<file path="src/rtl/led_anim_pkg.sv">
// Shared types and helpers for the LED animation sequencer: pattern modes,
// frame lengths and the pattern generator.
package led_anim_pkg;

  typedef enum logic [1:0] {
    MODE_BAR    = 2'd0,
    MODE_CHASE  = 2'd1,
    MODE_BOUNCE = 2'd2,
    MODE_BLINK  = 2'd3
  } mode_e;

  // Patterns are built at this width and cut down to the LED bank width.
  localparam int MAX_W = 64;

  function automatic int unsigned frame_len(input mode_e m, input int unsigned w);
    case (m)
      MODE_BAR:    return 2 * w;
      MODE_CHASE:  return w;
      MODE_BOUNCE: return 2 * w - 2;
      default:     return 2;
    endcase
  endfunction

  function automatic logic [MAX_W-1:0] pattern(input mode_e m, input int unsigned p,
                                               input int unsigned w);
    logic [MAX_W-1:0] one;
    one = MAX_W'(1);
    pattern = '0;
    case (m)
      MODE_BAR:    pattern = (p < w) ? (one << (p + 1)) - one : (one << (2 * w - 1 - p)) - one;
      MODE_CHASE:  pattern = one << p;
      MODE_BOUNCE: pattern = (p < w) ? (one << p) : (one << (2 * w - 2 - p));
      default:     pattern = (p == 0) ? '1 : '0;
    endcase
  endfunction

endpackage

</file>
<file path="src/rtl/led_anim_tick.sv">
// Programmable prescaler: emits a one-cycle tick every period+1 enabled clocks.
// clear restarts the count regardless of en and suppresses the tick.
module led_anim_tick #(
  parameter int DIV_W = 16
) (
  input  logic             clk,
  input  logic             rst,
  input  logic             en,
  input  logic             clear,
  input  logic [DIV_W-1:0] period,
  output logic             tick
);

  logic [DIV_W-1:0] cnt;

  // >= so that a period lowered below the running count fires right away.
  assign tick = en && !clear && (cnt >= period);

  always_ff @(posedge clk or posedge rst) begin
    if (rst) begin
      cnt <= '0;
    end else if (clear) begin
      cnt <= '0;
    end else if (en) begin
      cnt <= (cnt >= period) ? '0 : cnt + DIV_W'(1);
    end
  end

endmodule

</file>
<file path="src/rtl/led_anim_seq.sv">
// LED animation sequencer: BAR / CHASE / BOUNCE / BLINK patterns stepped by a
// prescaler. Optional PWM dimming is enabled with the LED_ANIM_PWM_EN macro.
module led_anim_seq
  import led_anim_pkg::*;
#(
  parameter int WIDTH = 8,
  parameter int DIV_W = 16
) (
  input  logic             clk,
  input  logic             rst,
  input  logic             en,
  input  logic [1:0]       mode,
  input  logic [DIV_W-1:0] period,
`ifdef LED_ANIM_PWM_EN
  input  logic [3:0]       duty,
`endif
  output logic [WIDTH-1:0] out,
  output logic             step,
  output logic             frame_done
);

  localparam int POS_W = $clog2(2 * WIDTH);

  mode_e            mode_q;
  logic [POS_W-1:0] pos;
  logic [POS_W-1:0] last;
  logic             restart;
  logic             tick;
  logic             wrap;
  logic [WIDTH-1:0] pat;

  assign restart = (mode_e'(mode) != mode_q);
  assign last    = POS_W'(frame_len(mode_q, WIDTH) - 1);
  assign wrap    = (pos >= last);
  assign pat     = WIDTH'(pattern(mode_q, 32'(pos), WIDTH));

  led_anim_tick #(.DIV_W(DIV_W)) u_tick (
    .clk    (clk),
    .rst    (rst),
    .en     (en),
    .clear  (restart),
    .period (period),
    .tick   (tick)
  );

`ifdef LED_ANIM_PWM_EN
  logic [3:0] pwm;
  logic       lit;

  assign lit = (duty == 4'hF) || (pwm < duty);

  always_ff @(posedge clk or posedge rst) begin
    if (rst) pwm <= 4'd0;
    else     pwm <= pwm + 4'd1;
  end
`endif

  // out follows (mode_q, pos) one clock later; step/frame_done align with it.
  always_ff @(posedge clk or posedge rst) begin
    if (rst) begin
      mode_q     <= MODE_BAR;
      pos        <= '0;
      out        <= '0;
      step       <= 1'b0;
      frame_done <= 1'b0;
    end else begin
      mode_q     <= mode_e'(mode);
      step       <= tick;
      frame_done <= tick && wrap;
`ifdef LED_ANIM_PWM_EN
      out        <= pat & {WIDTH{lit}};
`else
      out        <= pat;
`endif
      if (restart) begin
        pos <= '0;
      end else if (tick) begin
        pos <= wrap ? '0 : pos + POS_W'(1);
      end
    end
  end

endmodule

</file>
<file path="config.mk">
export PLATFORM = sky130hd
export DESIGN_NAME = led_anim_seq
export DESIGN_NICKNAME = d
export VERILOG_FILES = /design/src/rtl/led_anim_pkg.sv /design/src/rtl/led_anim_tick.sv /design/src/rtl/led_anim_seq.sv
export SDC_FILE = /design/constraint.sdc
export NUM_CORES = 1
export LEC_CHECK = 0
export CAP_MARGIN = 20
export CORE_ASPECT_RATIO = 0.5
export CORE_MARGIN = 5
export CORE_UTILIZATION = 45
export DETAILED_ROUTE_END_ITERATION = 10
export PLACE_DENSITY = 0.67
export SETUP_SLACK_MARGIN = 0.15
export SLEW_MARGIN = 0
export SYNTH_ARGS = -nofsm -noshare
export SYNTH_HDL_FRONTEND = slang
export SYNTH_SLANG_ARGS = --single-unit
</file>
<file path="constraint.sdc">
create_clock -name clk -period 2.36 [get_ports clk]
set_input_delay 0.354 -clock clk [delete_from_list [all_inputs] [get_ports clk]]
set_output_delay 0.354 -clock clk [all_outputs]
set_load 0.03 [all_outputs]
</file>
; Yosys cells after proc, flatten, opt, wreduce, memory -nomap -nowiden
; Cells that the tools add are included.
[totals]
output_inout_bits = 10
reg_bits = 32
in_bits = 21
[op_classes]
muxes = 11
order_cmp = 3
shift = 4
n_eq_ne = 3
n_addsub = 8
n_reduce_logical = 8
[ops]
columns = operator, n
row1 = "1-bit by 32-bit << shifter with 8-bit output, first input constant", 2
row2 = 16-bit 2-to-1 mux, 3
row3 = 8-bit 2-to-1 mux, 3
row4 = 8-bit one-hot mux with 3 select lines, 1
row5 = "16-bit by 1-bit adder with 16-bit output, second input constant", 1
row6 = 16-bit >= comparator, 1
row7 = "8-bit by 1-bit subtractor with 8-bit output, second input constant", 2
row8 = 4-bit 2-to-1 mux, 3
row9 = 4-bit one-hot mux with 3 select lines, 1
row10 = "4-bit by 4-bit subtractor with 5-bit output, first input constant", 2
row11 = "1-bit by 4-bit << shifter with 8-bit output, first input constant", 1
row12 = "1-bit by 5-bit << shifter with 8-bit output, first input constant", 1
row13 = "4-bit by 1-bit adder with 5-bit output, second input constant", 1
row14 = "4-bit by 1-bit adder with 4-bit output, second input constant", 1
row15 = 4-bit >= comparator, 1
row16 = 4-bit logical NOT, 1
row17 = "4-bit < comparator, second input constant", 1
row18 = 2-bit nonzero test, 2
row19 = "4-bit by 1-bit subtractor with 4-bit output, second input constant", 1
row20 = 1-bit logical AND, 3
row21 = "2-bit by 1-bit == test with 1-bit output, second input constant", 1
row22 = "2-bit == test, second input constant", 1
row23 = 2-bit logical NOT, 1
row24 = 2-bit != test, 1
row25 = 1-bit logical NOT, 1

; Depth between registers and ports, before layout
[depth]
word_depth = 7
mapped_depth = 12

; Hierarchy
; From an unflattened synthesis, not the netlist that was laid out.
[unflattened]
hier_cells = 317
hier_area_um2 = 2730.1
[by_module_without_submodules]
columns = module, seq_area_each_um2, cells_each, area_per_inst_um2, n_inst
row1 = led_anim_tick, 400.4, 190, 1524.0, 1
row2 = led_anim_seq, 400.4, 127, 1206.2, 1

; Worst setup path after synthesis
; Ideal clock, no wire load.
[synth_path]
path_type = register to register
startpoint = reg pos[0]
endpoint = reg out[4]
period_less_slack_ps = 2486
setup_time_ps = 83
t_arrival_ps = 2403
stages_incl_launch_ff = 12
path_buffers = 1
slack_ps = -126
cell_sequence = dfrtp_1 inv_1 ha_1 clkbuf_1 mux2i_1 nand3_1 ha_1 nor3_1 mux2i_1 nor2_1 a21oi_1 o21ai_0
[synth_via]
elab_chain_cells = 5
word_cells_on_any_way = 15
cone_classes = add/sub (5) / order compare (1) / shift (4) / mux (4) / reduce/logical (1)
[synth_rtl]
columns = item, line
row1 = start: declaration, led_anim_seq.sv:25  ; logic [POS_W-1:0] pos;
row2 = start signal: assignment, led_anim_seq.sv:78  ; pos <= wrap ? '0 : pos + POS_W'(1);
row3 = 4-bit by 4-bit subtractor with 5-bit output / 4-bit by 1-bit adder with 5-bit output (equally long branches), led_anim_pkg.sv:30  ; MODE_BAR: pattern = (p < w) ? (one << (p + 1)) - one : (one << (2 * w - 1 - p)) - one;
row4 = 1-bit by 32-bit << shifter with 8-bit output / 1-bit by 5-bit << shifter with 8-bit output (equally long branches), led_anim_pkg.sv:30
row5 = 8-bit by 1-bit subtractor with 8-bit output, led_anim_pkg.sv:30
row6 = 8-bit 2-to-1 mux, led_anim_pkg.sv:30
row7 = 8-bit one-hot mux with 3 select lines (*), led_anim_pkg.sv:29  ; case (m)
row8 = net pat[4], led_anim_seq.sv:30  ; logic [WIDTH-1:0] pat;
row9 = end signal: assignment, led_anim_seq.sv:73  ; out <= pat;
row10 = end: declaration, led_anim_seq.sv:17  ; output logic [WIDTH-1:0] out,
; The timed path passes the listed nets; every way through them passes the cells marked *.
; A chain may end at the register's enable or synchronous reset.

; Worst setup path in the final report
[layout_path]
startpoint = reg u_tick.cnt[13]
endpoint = reg u_tick.cnt[0]
[layout_via]
elab_chain_cells = 4
[layout_rtl]
columns = item, line
row1 = start: declaration, led_anim_tick.sv:14  ; logic [DIV_W-1:0] cnt;
row2 = start signal: assignment, led_anim_tick.sv:25  ; cnt <= (cnt >= period) ? '0 : cnt + DIV_W'(1);
row3 = 16-bit >= comparator, led_anim_tick.sv:25
row4 = 16-bit 2-to-1 mux, led_anim_tick.sv:25
row5 = 16-bit 2-to-1 mux, led_anim_tick.sv:24  ; end else if (en) begin
row6 = 16-bit 2-to-1 mux, led_anim_tick.sv:22  ; end else if (clear) begin
; No other way between the ends. The select of a mux whose other input is x is not followed.

==> impl_metrics.json <==
{
  "dp_slack_ps": -431,
  "drt_iter0_drc": 94,
  "h-tree-depth": 2,
  "path_common_cell": "buf_4",
  "rsz0062_at_grt": "true",
  "grt_max_degree": 33,
  "area_growth_pct": 44.5,
  "syn_inst": 272,
  "reg2reg_to": "u_tick.cnt[0]",
  "status": "finished, final reports clean",
  "drv_cap": 0,
  "layout.nets": 399,
  "place_congestion": 0.879,
  "drive_above_1_share_pct": 33.4,
  "ys_seq_area_share_pct": 32.4,
  "worstSetupPathType": "flip-flop to flip-flop",
  "clock_path_buffers": 2,
  "drc": 0,
  "required_ps": 2520,
  "grt_util_all_layers_pct": 17.8,
  "crit_fanout": 6,
  "crit_arrival_ps": 2440,
  "dp_cells": 393,
  "numPortBuffers": 30,
  "yosysUniqueCellTypes": 51,
  "drt-total-wl_mm": 6.59,
  "r2r_slack_ps": 80,
  "first_global_vias": 2266,
  "wl_per_cell_um": 15.6,
  "synth_area_leaders": "dfrtp_1 32%, ha_1 15%, inv_1 4.1%",
  "p_leak_nw": 1.65,
  "start_util_pct": 45.8,
  "syn_area_per_cell_um2": 9.09,
  "numCtsBuffers": 5,
  "slew_violations": 0,
  "critPathMaxStageDelay_ps": 420,
  "tritoncts": "built",
  "ir_drop_mv": 0.257,
  "synth_nets": 322,
  "clock_skew_ps": 7.10,
  "synthFlopType": "dfrtp_1",
  "pwr_density_cell_mw_per_mm2": 359,
  "dieArea_mm2": 0.00717,
  "die_h_um": 62.4,
  "cp.buffers_inverters": 3,
  "hold_viol_final": 0,
  "yosys.area.top_type": "dfrtp_1",
  "worst-r2r-cell-count": 9,
  "antenna_cells": 0,
  "worst_slack_ps": 82.4,
  "crit_path_top_delay_cell": "dfrtp_2",
  "clock.fmax_mhz": 439,
  "instances_no_fill": 423,
  "r2r-start": "u_tick.cnt[13]",
  "setup.worst_path.start_class": "flip-flop",
  "cp_cell_sequence": "ha_4 > and4_4 > nand4_1 > o32ai_2 > buf_4 > nor4_4 > buf_4 > buf_6 > mux2_4",
  "drt-pass1-iter-count": 4,
  "fin_crit_ps": 2280,
  "whs_ps": 465,
  "num_rows": 19,
  "synth-edff-count": 0,
  "setup_violations": 0,
  "dp_hpwl_mm": 4.50,
  "clock_latency_ps": 280,
  "fin_util_pct": 66.2,
  "ys_warn_count": 0,
  "worst_pin_slew_ps": 421,
  "dieWidth_um": 115,
  "clockRootBuffer": "clkbuf_8",
  "viasPerCell": 5.42,
  "async_flop_share_pct": 100,
  "fp.coreArea_mm2": 0.00540,
  "overflow": 0,
  "endpoint_kind": "flip-flop",
  "ys_ff_latch": 32,
  "crit_family": "buffers and inverters",
  "maxSlewHeadroom_pct": 71.9,
  "antenna_found_initial": 0,
  "period_share_pct": 96.5,
  "hp-class": "primary input to asynchronous set/reset pin",
  "syn_area_mm2": 0.00247,
  "vias": 2294,
  "grt_pass1_wl_mm": 10.5,
  "synth_top_cell_area_share_pct": 32.4,
  "postRouteAntennaNets": 0,
  "cts.sinks": 32,
  "clk_pin_slew_ps": 70,
  "io-pin-count": 31
}
cell usage in the layout, fill, tap and decap left out, types with 12 or more instances in the layout:
cell	Yosys	final
nand2_1	23	23
dlygate4sd2_1	0	13
buf_4	1	47
ha_4	0	12
ha_1	29	14
a21oi_1	18	15
clkdlybuf4s50_1	0	17
dfrtp_1	32	29
nor2_1	13	12
inv_1	27	17
area by class of cell:
cell class / instances / area (um2)
clock buffers: 6 / 72.6
clock inverters: 2 / 35.0
fillers: 408 / 1820
inverters: 27 / 106
multi-input cells: 202 / 1780
flip-flops and latches: 32 / 805
well taps: 73 / 91.3
repair buffers: 81 / 678
timing repair:
action / CTS / global route
setup endpoints to repair: 24 / 24
buffers inserted: 16 / 4
gates cloned: 0 / 1
hold buffers: 0 / 0
pin swaps: 19 / 14
gates resized for setup: 43 / 27
cells in the mapped netlist, types with 2 or more instances:
cell type   n
a21o_1      7
a21oi_1    18
a22o_1      8
a31oi_1    11
a41oi_1     2
and3_1      4
and4_1      4
buf_6       2
clkbuf_1    7
dfrtp_1    32
ha_1       29
inv_1      27
mux2_2      2
mux2i_1     3
nand2_1    23
nand2b_1    2
nand3_1    10
nand3b_1    2
nand4_1     3
nor2_1     13
nor2b_1     3
nor3_1      5
o21ai_0    12
o221ai_1    2
o31ai_1     3
or3_1       2
xnor2_1     7
xor2_1      6
worst reg2reg max path, cell delays in order (launching register included):
cell,delay [ps]
dfrtp_2,420
ha_4,270
and4_4,240
nand4_1,170
o32ai_2,310
buf_4,170
nor4_4,30
buf_4,160
buf_6,130
mux2_4,270
cell families after synthesis:
group / share of synthesized area, %
compound gates: 21.7
xor+xnor: 4.61
fa+ha+maj: 14.7
buf+inv: 6.58
flops: 32.4
mux: 2.13
simple gates: 18.0
state kept, by name, summed over array words and instances (netlist names):
register	flops
out	8
mode_q	2
u_tick.cnt	16
step	1
pos	4
frame_done	1
worst max-delay path by stage:
stage                   start        endpoint  slack (ps)  cells after the start
3_3_place_gp        period[7]  u_tick.cnt[12]        -320                     10
5_1_grt        u_tick.cnt[13]   u_tick.cnt[0]          20                      9
3_5_place_dp        period[0]  u_tick.cnt[13]        -430                     10
2_1_floorplan          pos[0]          out[6]         180                     11
6_report       u_tick.cnt[13]   u_tick.cnt[0]          80                      9
4_1_cts         u_tick.cnt[9]   u_tick.cnt[0]          90                      9
power breakdown:
group | internal (mW) | switching (mW) | total, mW
Clock | 0.313 | 0.199 | 0.512
Combinational | 0.0992 | 0.106 | 0.205
Sequential | 0.559 | 0.00865 | 0.567
Total | 0.971 | 0.313 | 1.28
per-layer routing:
layer	wire [um]	track usage [%]	vias up
li1	-	-	1136
met5	0	0	-
met1	2950	23.3	1108
met3	202	2.71	4
met4	50	4.25	0
met2	3380	30.8	46
stage by stage:
| stage | instance area [um2] | power, mW | TNS (ps) |
|---|---|---|---|
| after floorplan | 2490 | 0.682 | 0 |
| after global placement | 3040 | 0.755 | -5440 |
| after detailed placement | 3040 | 0.762 | -7180 |
| after CTS | 3390 | 1.28 | 0 |
| after global routing | 3570 | 1.34 | 0 |
| final | 3570 | 1.28 | 0 |
Note: power is estimated with default switching activity, not from simulation.
